--- src/rtl/cpu_param_pkg.sv ---
// ============================================================================
// cpu_param_pkg : shared opcode, mode and FSM-state encodings for cpu_core_param
// Rev 1.0
// ============================================================================
`default_nettype none

package cpu_param_pkg;

  localparam int OPC_W  = 4;
  localparam int MODE_W = 2;

  typedef enum logic [OPC_W-1:0] {
    OP_ADD    = 4'd0,
    OP_SUB    = 4'd1,
    OP_MUL    = 4'd2,
    OP_AND    = 4'd3,
    OP_OR     = 4'd4,
    OP_XOR    = 4'd5,
    OP_NOT_A  = 4'd6,
    OP_SHL    = 4'd7,
    OP_SHR    = 4'd8,
    OP_PASS_A = 4'd9,
    OP_PASS_B = 4'd10
  } op_e;

  typedef enum logic [MODE_W-1:0] {
    MODE_ALU   = 2'd0,
    MODE_STORE = 2'd1,
    MODE_LOAD  = 2'd2,
    MODE_RSVD  = 2'd3
  } mode_e;

  typedef enum logic [2:0] {
    ST_IDLE  = 3'd0,
    ST_EXEC  = 3'd1,
    ST_MEMWR = 3'd2,
    ST_MEMRD = 3'd3,
    ST_MEMWB = 3'd4,
    ST_DONE  = 3'd5
  } state_e;

endpackage

`default_nettype wire

--- src/rtl/cpu_alu_param.sv ---
// ============================================================================
// cpu_alu_param : combinational ALU, WIDTH-bit operands, 2*WIDTH-bit result.
// Macro CPU_MUL_EN enables the multiplier; otherwise op 2 is reported invalid.
// Rev 1.0
// ============================================================================
`default_nettype none

module cpu_alu_param
  import cpu_param_pkg::*;
#(
  parameter int WIDTH = 8
) (
  input  logic [WIDTH-1:0]   a,
  input  logic [WIDTH-1:0]   b,
  input  logic [OPC_W-1:0]   op,
  output logic [2*WIDTH-1:0] result,
  output logic               invalid
);

  logic [2*WIDTH-1:0] a_x;
  logic [2*WIDTH-1:0] b_x;

  assign a_x = {{WIDTH{1'b0}}, a};
  assign b_x = {{WIDTH{1'b0}}, b};

  always_comb begin
    result  = '0;
    invalid = 1'b0;
    case (op)
      OP_ADD:    result = a_x + b_x;
      OP_SUB:    result = a_x - b_x;
`ifdef CPU_MUL_EN
      OP_MUL:    result = a_x * b_x;
`endif
      OP_AND:    result = a_x & b_x;
      OP_OR:     result = a_x | b_x;
      OP_XOR:    result = a_x ^ b_x;
      OP_NOT_A:  result = {{WIDTH{1'b0}}, ~a};
      OP_SHL:    result = a_x << 1;
      OP_SHR:    result = a_x >> 1;
      OP_PASS_A: result = a_x;
      OP_PASS_B: result = b_x;
      // Reserved codes (and MUL when the multiplier is absent) yield 0 + invalid
      default:   invalid = 1'b1;
    endcase
  end

endmodule

`default_nettype wire

--- src/rtl/cpu_core_param.sv ---
// ============================================================================
// cpu_core_param : command-driven CPU datapath with ALU, result register and
// on-chip result memory. Optional multiplier via macro CPU_MUL_EN. Rev 1.0
// ============================================================================
`default_nettype none

module cpu_core_param
  import cpu_param_pkg::*;
#(
  parameter  int WIDTH     = 8,
  parameter  int N_IN      = 4,
  parameter  int MEM_DEPTH = 256,
  localparam int SEL_W     = ($clog2(N_IN) > 1) ? $clog2(N_IN) : 1,
  localparam int ADDR_W    = $clog2(MEM_DEPTH),
  localparam int CMD_W     = MODE_W + 2*SEL_W + OPC_W
) (
  input  logic                  clk,
  input  logic                  reset,
  input  logic                  cmd_valid,
  input  logic [CMD_W-1:0]      cmd_in,
  input  logic [N_IN*WIDTH-1:0] din,
  output logic                  cpu_rdy,
  output logic                  done,
  output logic [2*WIDTH-1:0]    out_reg3,
  output logic                  zero,
  output logic                  error
);

  localparam logic [SEL_W:0] N_IN_EXT = (SEL_W+1)'(N_IN);

  logic [MODE_W-1:0] cmd_mode;
  logic [SEL_W-1:0]  cmd_sel_a;
  logic [SEL_W-1:0]  cmd_sel_b;
  logic [OPC_W-1:0]  cmd_op;
  logic [WIDTH-1:0]  chan_a;
  logic [WIDTH-1:0]  chan_b;
  logic              sel_bad;

  state_e             state_q,    state_d;
  logic [OPC_W-1:0]   op_q,       op_d;
  logic [WIDTH-1:0]   op_a_q,     op_a_d;
  logic [WIDTH-1:0]   op_b_q,     op_b_d;
  logic [ADDR_W-1:0]  addr_q,     addr_d;
  logic               sel_bad_q,  sel_bad_d;
  logic [2*WIDTH-1:0] out_reg3_q, out_reg3_d;
  logic               zero_q,     zero_d;
  logic               error_q,    error_d;
  logic               done_q,     done_d;
  logic               cpu_rdy_q,  cpu_rdy_d;

  logic [2*WIDTH-1:0] alu_result;
  logic               alu_invalid;
  logic               mem_we;
  logic [2*WIDTH-1:0] mem_rd_q;
  logic [2*WIDTH-1:0] mem [MEM_DEPTH];

  assign {cmd_mode, cmd_sel_b, cmd_sel_a, cmd_op} = cmd_in;

  // Out-of-range selects fall through to channel 0 and are flagged separately
  always_comb begin
    chan_a = din[WIDTH-1:0];
    chan_b = din[WIDTH-1:0];
    for (int k = 1; k < N_IN; k++) begin
      if (cmd_sel_a == SEL_W'(k)) chan_a = din[k*WIDTH +: WIDTH];
      if (cmd_sel_b == SEL_W'(k)) chan_b = din[k*WIDTH +: WIDTH];
    end
    sel_bad = ({1'b0, cmd_sel_a} >= N_IN_EXT) || ({1'b0, cmd_sel_b} >= N_IN_EXT);
  end

  cpu_alu_param #(
    .WIDTH (WIDTH)
  ) u_alu (
    .a       (op_a_q),
    .b       (op_b_q),
    .op      (op_q),
    .result  (alu_result),
    .invalid (alu_invalid)
  );

  always_comb begin
    state_d    = state_q;
    op_d       = op_q;
    op_a_d     = op_a_q;
    op_b_d     = op_b_q;
    addr_d     = addr_q;
    sel_bad_d  = sel_bad_q;
    out_reg3_d = out_reg3_q;
    zero_d     = zero_q;
    error_d    = error_q;
    done_d     = 1'b0;
    mem_we     = 1'b0;

    case (state_q)
      ST_IDLE: begin
        if (cmd_valid && cpu_rdy_q) begin
          op_d      = cmd_op;
          op_a_d    = chan_a;
          op_b_d    = chan_b;
          addr_d    = chan_a[ADDR_W-1:0];
          sel_bad_d = sel_bad;
          case (mode_e'(cmd_mode))
            MODE_ALU:   state_d = ST_EXEC;
            MODE_STORE: state_d = ST_MEMWR;
            MODE_LOAD:  state_d = ST_MEMRD;
            default: begin
              state_d = ST_DONE;
              done_d  = 1'b1;
              error_d = 1'b1;
            end
          endcase
        end
      end
      ST_EXEC: begin
        out_reg3_d = alu_result;
        zero_d     = (alu_result == '0) && !alu_invalid;
        error_d    = alu_invalid || sel_bad_q;
        state_d    = ST_DONE;
        done_d     = 1'b1;
      end
      ST_MEMWR: begin
        if (sel_bad_q) error_d = 1'b1;
        else           mem_we  = 1'b1;
        state_d = ST_DONE;
        done_d  = 1'b1;
      end
      ST_MEMRD: state_d = ST_MEMWB;
      ST_MEMWB: begin
        if (sel_bad_q) begin
          error_d = 1'b1;
        end else begin
          out_reg3_d = mem_rd_q;
          zero_d     = (mem_rd_q == '0);
          error_d    = 1'b0;
        end
        state_d = ST_DONE;
        done_d  = 1'b1;
      end
      ST_DONE: state_d = ST_IDLE;
      default: state_d = ST_IDLE;
    endcase

    cpu_rdy_d = (state_d == ST_IDLE);
  end

  always_ff @(posedge clk) begin
    if (reset) begin
      state_q    <= ST_IDLE;
      op_q       <= '0;
      op_a_q     <= '0;
      op_b_q     <= '0;
      addr_q     <= '0;
      sel_bad_q  <= 1'b0;
      out_reg3_q <= '0;
      zero_q     <= 1'b0;
      error_q    <= 1'b0;
      done_q     <= 1'b0;
      cpu_rdy_q  <= 1'b0;
    end else begin
      state_q    <= state_d;
      op_q       <= op_d;
      op_a_q     <= op_a_d;
      op_b_q     <= op_b_d;
      addr_q     <= addr_d;
      sel_bad_q  <= sel_bad_d;
      out_reg3_q <= out_reg3_d;
      zero_q     <= zero_d;
      error_q    <= error_d;
      done_q     <= done_d;
      cpu_rdy_q  <= cpu_rdy_d;
    end
  end

  // Memory is not reset; a reset during MEMWR suppresses the pending write
  always_ff @(posedge clk) begin
    if (mem_we && !reset) mem[addr_q] <= out_reg3_q;
    if (state_q == ST_MEMRD) mem_rd_q <= mem[addr_q];
  end

  assign cpu_rdy  = cpu_rdy_q;
  assign done     = done_q;
  assign out_reg3 = out_reg3_q;
  assign zero     = zero_q;
  assign error    = error_q;

endmodule

`default_nettype wire

--- config.mk ---
export PLATFORM = sky130hd
export DESIGN_NAME = cpu_core_param
export DESIGN_NICKNAME = d
export VERILOG_FILES = /design/src/rtl/cpu_param_pkg.sv /design/src/rtl/cpu_alu_param.sv /design/src/rtl/cpu_core_param.sv
export SDC_FILE = /design/constraint.sdc
export NUM_CORES = 2
export LEC_CHECK = 0
export BUFFER_PORTS_ARGS = -buffer_cell sky130_fd_sc_hd__buf_4
export CAP_MARGIN = 15
export CORE_MARGIN = 4
export CORE_UTILIZATION = 45
export DETAILED_ROUTE_END_ITERATION = 8
export GPL_ROUTABILITY_DRIVEN = 0
export PLACE_DENSITY = 0.61
export SYNTH_ARGS = -nofsm -noshare
export SYNTH_HDL_FRONTEND = slang
export SYNTH_HIERARCHICAL = 1
export SYNTH_SLANG_ARGS = --single-unit
--- constraint.sdc ---
create_clock -name clk -period 6 [get_ports clk]
set_clock_uncertainty 0.15 [all_clocks]
set_input_delay 1.2 -clock clk [delete_from_list [all_inputs] [get_ports clk]]
set_output_delay 1.2 -clock clk [all_outputs]
set_load 0.01 [all_outputs]
# Yosys cells after proc, flatten, opt, wreduce, memory -nomap -nowiden
# Memory sizes are Yosys's and may differ from the RTL's. A register that Yosys moved wholly into a read port is not among the register bits.
# Index checks and enable logic that the tools add are counted.
[classes]
n_bitwise = 5
magnitude_cmp = 0
addsub = 2
div = 0
muxes = 22
n_reduce_logical = 17
n_shift = 0
eq_ne = 23
multipliers = 0
[ops]
columns = ["cell", "n"]
rows = [
  ["$pmux 16 s10", 1],
  ["$mux 8", 6],
  ["$logic_not 16->1", 2],
  ["$pmux 16 s2", 1],
  ["$pmux 3 s3", 2],
  ["$eq 4x3->1 const B", 4],
  ["$eq 4x4->1 const B", 3],
  ["$eq 2x2->1 const B", 5],
  ["$reduce_or 10->1", 1],
  ["$add 8x8->9", 1],
  ["$sub 8x8->9", 1],
  ["$and 8x8->8", 1],
  ["$mux 1", 8],
  ["$not 8->8", 1],
  ["$or 8x8->8", 1],
  ["$xor 8x8->8", 1],
  ["$eq 2x1->1 const B", 3],
  ["$eq 3x2->1 const B", 2],
  ["$logic_not 3->1", 2],
  ["$reduce_or 3->1", 2],
  ["$eq 4x1->1 const B", 1],
  ["$eq 4x2->1 const B", 1],
  ["$logic_not 4->1", 1],
  ["$ne 2x2->1 const B", 2],
  ["other kinds (13)", 16],
]
[totals]
ram_bits = 4096
input_bits = 45
memories = 1
out_inout_bits = 20
elab_cells = 79
latchBits = 0
rom_bits = 0
regBits = 43
[mem_list]
columns = ["memory", "depth", "word_bits", "rd", "rd_ports_with_merged_regs", "wr", "line", "source"]
rows = [
  ["mem", 256, 16, 1, 1, 1, "cpu_core_param.sv:55", "logic [2*WIDTH-1:0] mem [MEM_DEPTH];"],
]

# Depth between registers and ports, before layout
[depth]
ltp_word = 5
mapped_depth = 12
depth_no_buf = 12

# Hierarchy
# Netlist, hierarchy kept.
[modules_own_cells]
columns = ["module", "area_each_um2", "instances", "cells_each", "seq_area_each_um2"]
rows = [
  ["cpu_core_param", 157608.7, 1, 6961, 124339.3],
  ["cpu_alu_param", 1639.1, 1, 237, 0.0],
]

# Least setup slack after synthesis
# No wires, ideal clock.
[synth_timing]
kind = "reg2out"
start = "reg out_reg3_q[0], in the netlist out_reg3[0]"
end = "out out_reg3[0]"
path_stages_with_launch = 1
path_buffers = 0
required_ns = 4.650
setup_slack_ns = 1.189
arrival_time_ns = 3.461
path_cell_list = "dfxtp_1"
[synth_rtl]
columns = ["item", "line", "source"]
rows = [
  ["start, declared", "cpu_core_param.sv:45", "logic [2*WIDTH-1:0] out_reg3_q, out_reg3_d;"],
  ["start signal, assigned", "cpu_core_param.sv:165", "out_reg3_q <= out_reg3_d;"],
  ["end, declared", "cpu_core_param.sv:24", "output logic [2*WIDTH-1:0] out_reg3,"],
]
# No word-level cell between the ends.

==> impl_metrics.py <==
metrics = {
    "synthesis": {
        "async_flop_share_pct": 0,
        "yosysTopAreaCellShare_pct": 77.5,
        "ys.flop_type": "edfxtp_1",
        "syn_inst": 7198,
        "synthTopCellsByArea": "edfxtp_1 (78%), mux4_2 (15%), a22oi_1 (2.4%)",
        "seq_area_frac_synth_pct": 78.1,
        "synth_area_mm2": 0.159,
        "ys_types": 65,
        "synth_edf_count": 4112,
        "ys_ff_latch": 4155,
        "avgSynthCellArea_um2": 22.1,
        "yosys_warnings": 6,
        "synth_area_leader_cell": "edfxtp_1",
        "syn-num-nets": 7273,
    },
    "clocking": {
        "clkTransAtPathRegs_ns": 0.06,
        "cts_made_buffers": 410,
        "ctsLongestPathBuffers": 4,
        "clock_sinks": 4155,
        "h-tree-depth": 5,
        "cts_tree": "done",
        "cts_setup_buffers": 0,
        "postCtsHoldBufs": 0,
        "cts-root-buf": "clkbuf_16",
        "cts.repair.resized": 0,
        "insertion_delay_ns": 0.96,
    },
    "floorplan": {
        "std_cell_rows": 218,
        "core-area_mm2": 0.352,
        "fp.dieH_um": 603,
        "die_x_um": 603,
        "die_area_mm2": 0.363,
        "pin_count": 65,
        "initial_core_util_pct": 45.2,
    },
    "worst_hold_path": {
        "holdPathStages": 2,
        "hold_end": "error$_SDFFE_PP0P_",
        "hp-start": "error$_SDFFE_PP0P_",
        "hold_path.class": "reg2reg",
    },
    "global_routing": {
        "overflow": 0,
        "grt_max_degree": 213,
        "grt_pass1_vias": 78900,
        "grt_antenna_before_repair": 15,
        "track_usage_pct": 22.8,
        "grt_first_pass_wirelength_um": 598000,
    },
    "layout": {
        "drive_gt1_share_pct": 28.1,
        "fill_cells": 27500,
        "syn2layout_area_growth_pct": 13.8,
        "fin_nets": 7784,
        "layout_commonest_cell": "edfxtp_1",
        "final_cell_mix": "edfxtp_1 (4,112), mux4_2 (1,041), buf_4 (516)",
        "finalInstanceArea_mm2": 0.181,
    },
    "detailed_routing": {
        "drcViolationCount": 0,
        "viasPerCell": 6.17,
        "vias": 79000,
        "ant_nets": 0,
        "drt_first_pass_iters": 5,
        "routedWlPerCell_um": 32.8,
        "wirelength_um": 419000,
        "first_iter_violations": 10600,
    },
    "place": {
        "dpl_worst_slack_ns": 1.17,
        "io_buffers": 64,
        "dp_hpwl_um": 244000,
        "placed_cell_area_mm2": 0.168,
    },
    "sta": {
        "tightest_slew_ns": 1.22,
        "setup-violations-final": 0,
        "worst_slack_ns": 1.34,
        "min_period_ns": 4.66,
        "slew-limit-headroom_pct": 18.3,
        "rsz0062_at_grt": "no",
        "fmax_mhz": 215,
        "hold_viol": 0,
        "final.setup.tns_ns": 0,
        "final-max-slew-violation-count": 0,
        "period_share_pct": 77.6,
    },
    "worst_setup_path": {
        "startpoint_type": "flop",
        "crit_required_ns": 6.56,
        "critPathArrivalTime_ns": 5.21,
        "path_max_fanout": 71,
        "rr_worst_depth": 8,
        "reg2reg_from": "addr_q[0]$_SDFFE_PP0P_",
        "worstSetupStartpoint": "addr_q[0]$_SDFFE_PP0P_",
        "timing.rr.end": "mem_rd_q[10]$_DFFE_PP_",
        "worstSetupPathType": "reg2reg",
        "reg2reg_slack_ns": 1.34,
        "end_kind": "flop",
    },
    "run_status": {
        "outcome": "complete, no violations",
    },
    "pwr": {
        "total_power_mw": 70.3,
        "p_leak_nw": 55.7,
        "ir_drop_v": 0.000310,
        "powerDensity_mw_per_mm2": 388,
    },
    "job": {
        "max_cap_viol_count": 0,
    },
}
[layout make-up]
cell class	instances	area (um^2)	area share, %
clock inverters	263	2320	1.28
inverters	24	90.1	0.0497
multi-input cells	2560	33100	18.2
repair buffers	558	4710	2.60
diodes	16	40.0	0.0221
flip-flops and latches	4155	124000	68.6
clock buffers	494	10700	5.92
well taps	4730	5920	3.26
[worst max-delay path by stage]
stage                              to  slack (ns)  cells past startpoint
2_1_floorplan             out_reg3[0]        1.19                      0
6_report       mem_rd_q[10]$_DFFE_PP_        1.34                      8
3_5_place_dp    mem_rd_q[5]$_DFFE_PP_        1.17                      8
3_3_place_gp    mem_rd_q[3]$_DFFE_PP_        0.09                      7
4_1_cts         mem_rd_q[5]$_DFFE_PP_        1.18                      8
5_1_grt        mem_rd_q[10]$_DFFE_PP_        1.00                      8
[critical path: stages, from the launching register on]
cell,delay [ns]
dfxtp_4,0.75
buf_12,0.36
buf_12,0.37
mux4_2,0.59
a22oi_1,0.40
a21oi_1,0.26
o41ai_1,0.82
buf_4,0.26
nand4_1,0.09
[power by group]
group / internal (mW) / switching (mW) / total [mW] / leakage (nW)
combinational: 2.83 / 6.92 / 9.74 / 11.2
clock: 14.1 / 10.9 / 25.0 / 6.35
sequential: 34.9 / 0.634 / 35.6 / 38.2
total: 51.9 / 18.4 / 70.3 / 55.7
[synthesized netlist by cell type (4+ instances only)]
library cell,count
a211oi_1,7
a21o_1,5
a21oi_1,292
a221oi_1,9
a22oi_1,515
a311oi_1,16
a31oi_1,6
buf_1,47
buf_2,70
buf_4,24
buf_6,27
clkbuf_1,291
dfxtp_1,43
edfxtp_1,4112
ha_1,28
inv_1,24
mux4_2,1041
nand2_1,116
nand2b_1,8
nand3_1,9
nand4_1,19
nor2_1,298
nor2b_1,18
nor3_1,13
nor4_1,9
o21ai_0,17
o41ai_1,65
or3_1,4
[stage by stage]
step                std cells  hold slack, ns  utilization (%)
finish                  12800           0.379             51.4
global route            12800           0.350             51.4
CTS                     12800           0.308             51.4
detailed placement      12000           0.364             47.7
global placement        12000           0.352             47.7
floorplan                7198           0.285                -
[logic make-up (layout without fill, tap and decap cells)]
kind of cell               after synthesis  after routing  share of synthesized area, %
DFF                                   4155           4155                          78.1
muxes                                 1045           1045                          14.7
AOI/OAI and AO/OA                      966            966                          4.15
and+or+nand+nor                        518            518                          1.39
buffers and inverters                  483           1339                          1.38
adders and majority gates               30             30                         0.245
xor gates and xnor gates                 1              1                       0.00550
other                                    0             16                             0
[registers in the layout, indices dropped and copies added, names as in the netlist, 3 cells and up]
| register | count |
|---|---|
| state_q | 3 |
| addr_q | 8 |
| mem_rd_q | 16 |
| out_reg3 | 16 |
| op_b_q | 8 |
| mem | 4096 |
| op_q | 4 |
[routing by layer]
metal,part of all wire (%),GRT usage [%]
met5,0.018,0
met4,3.2,6.76
met3,9.6,4.95
met2,47,35.0
met1,40,33.2
Power figures use the tool's default switching activity.
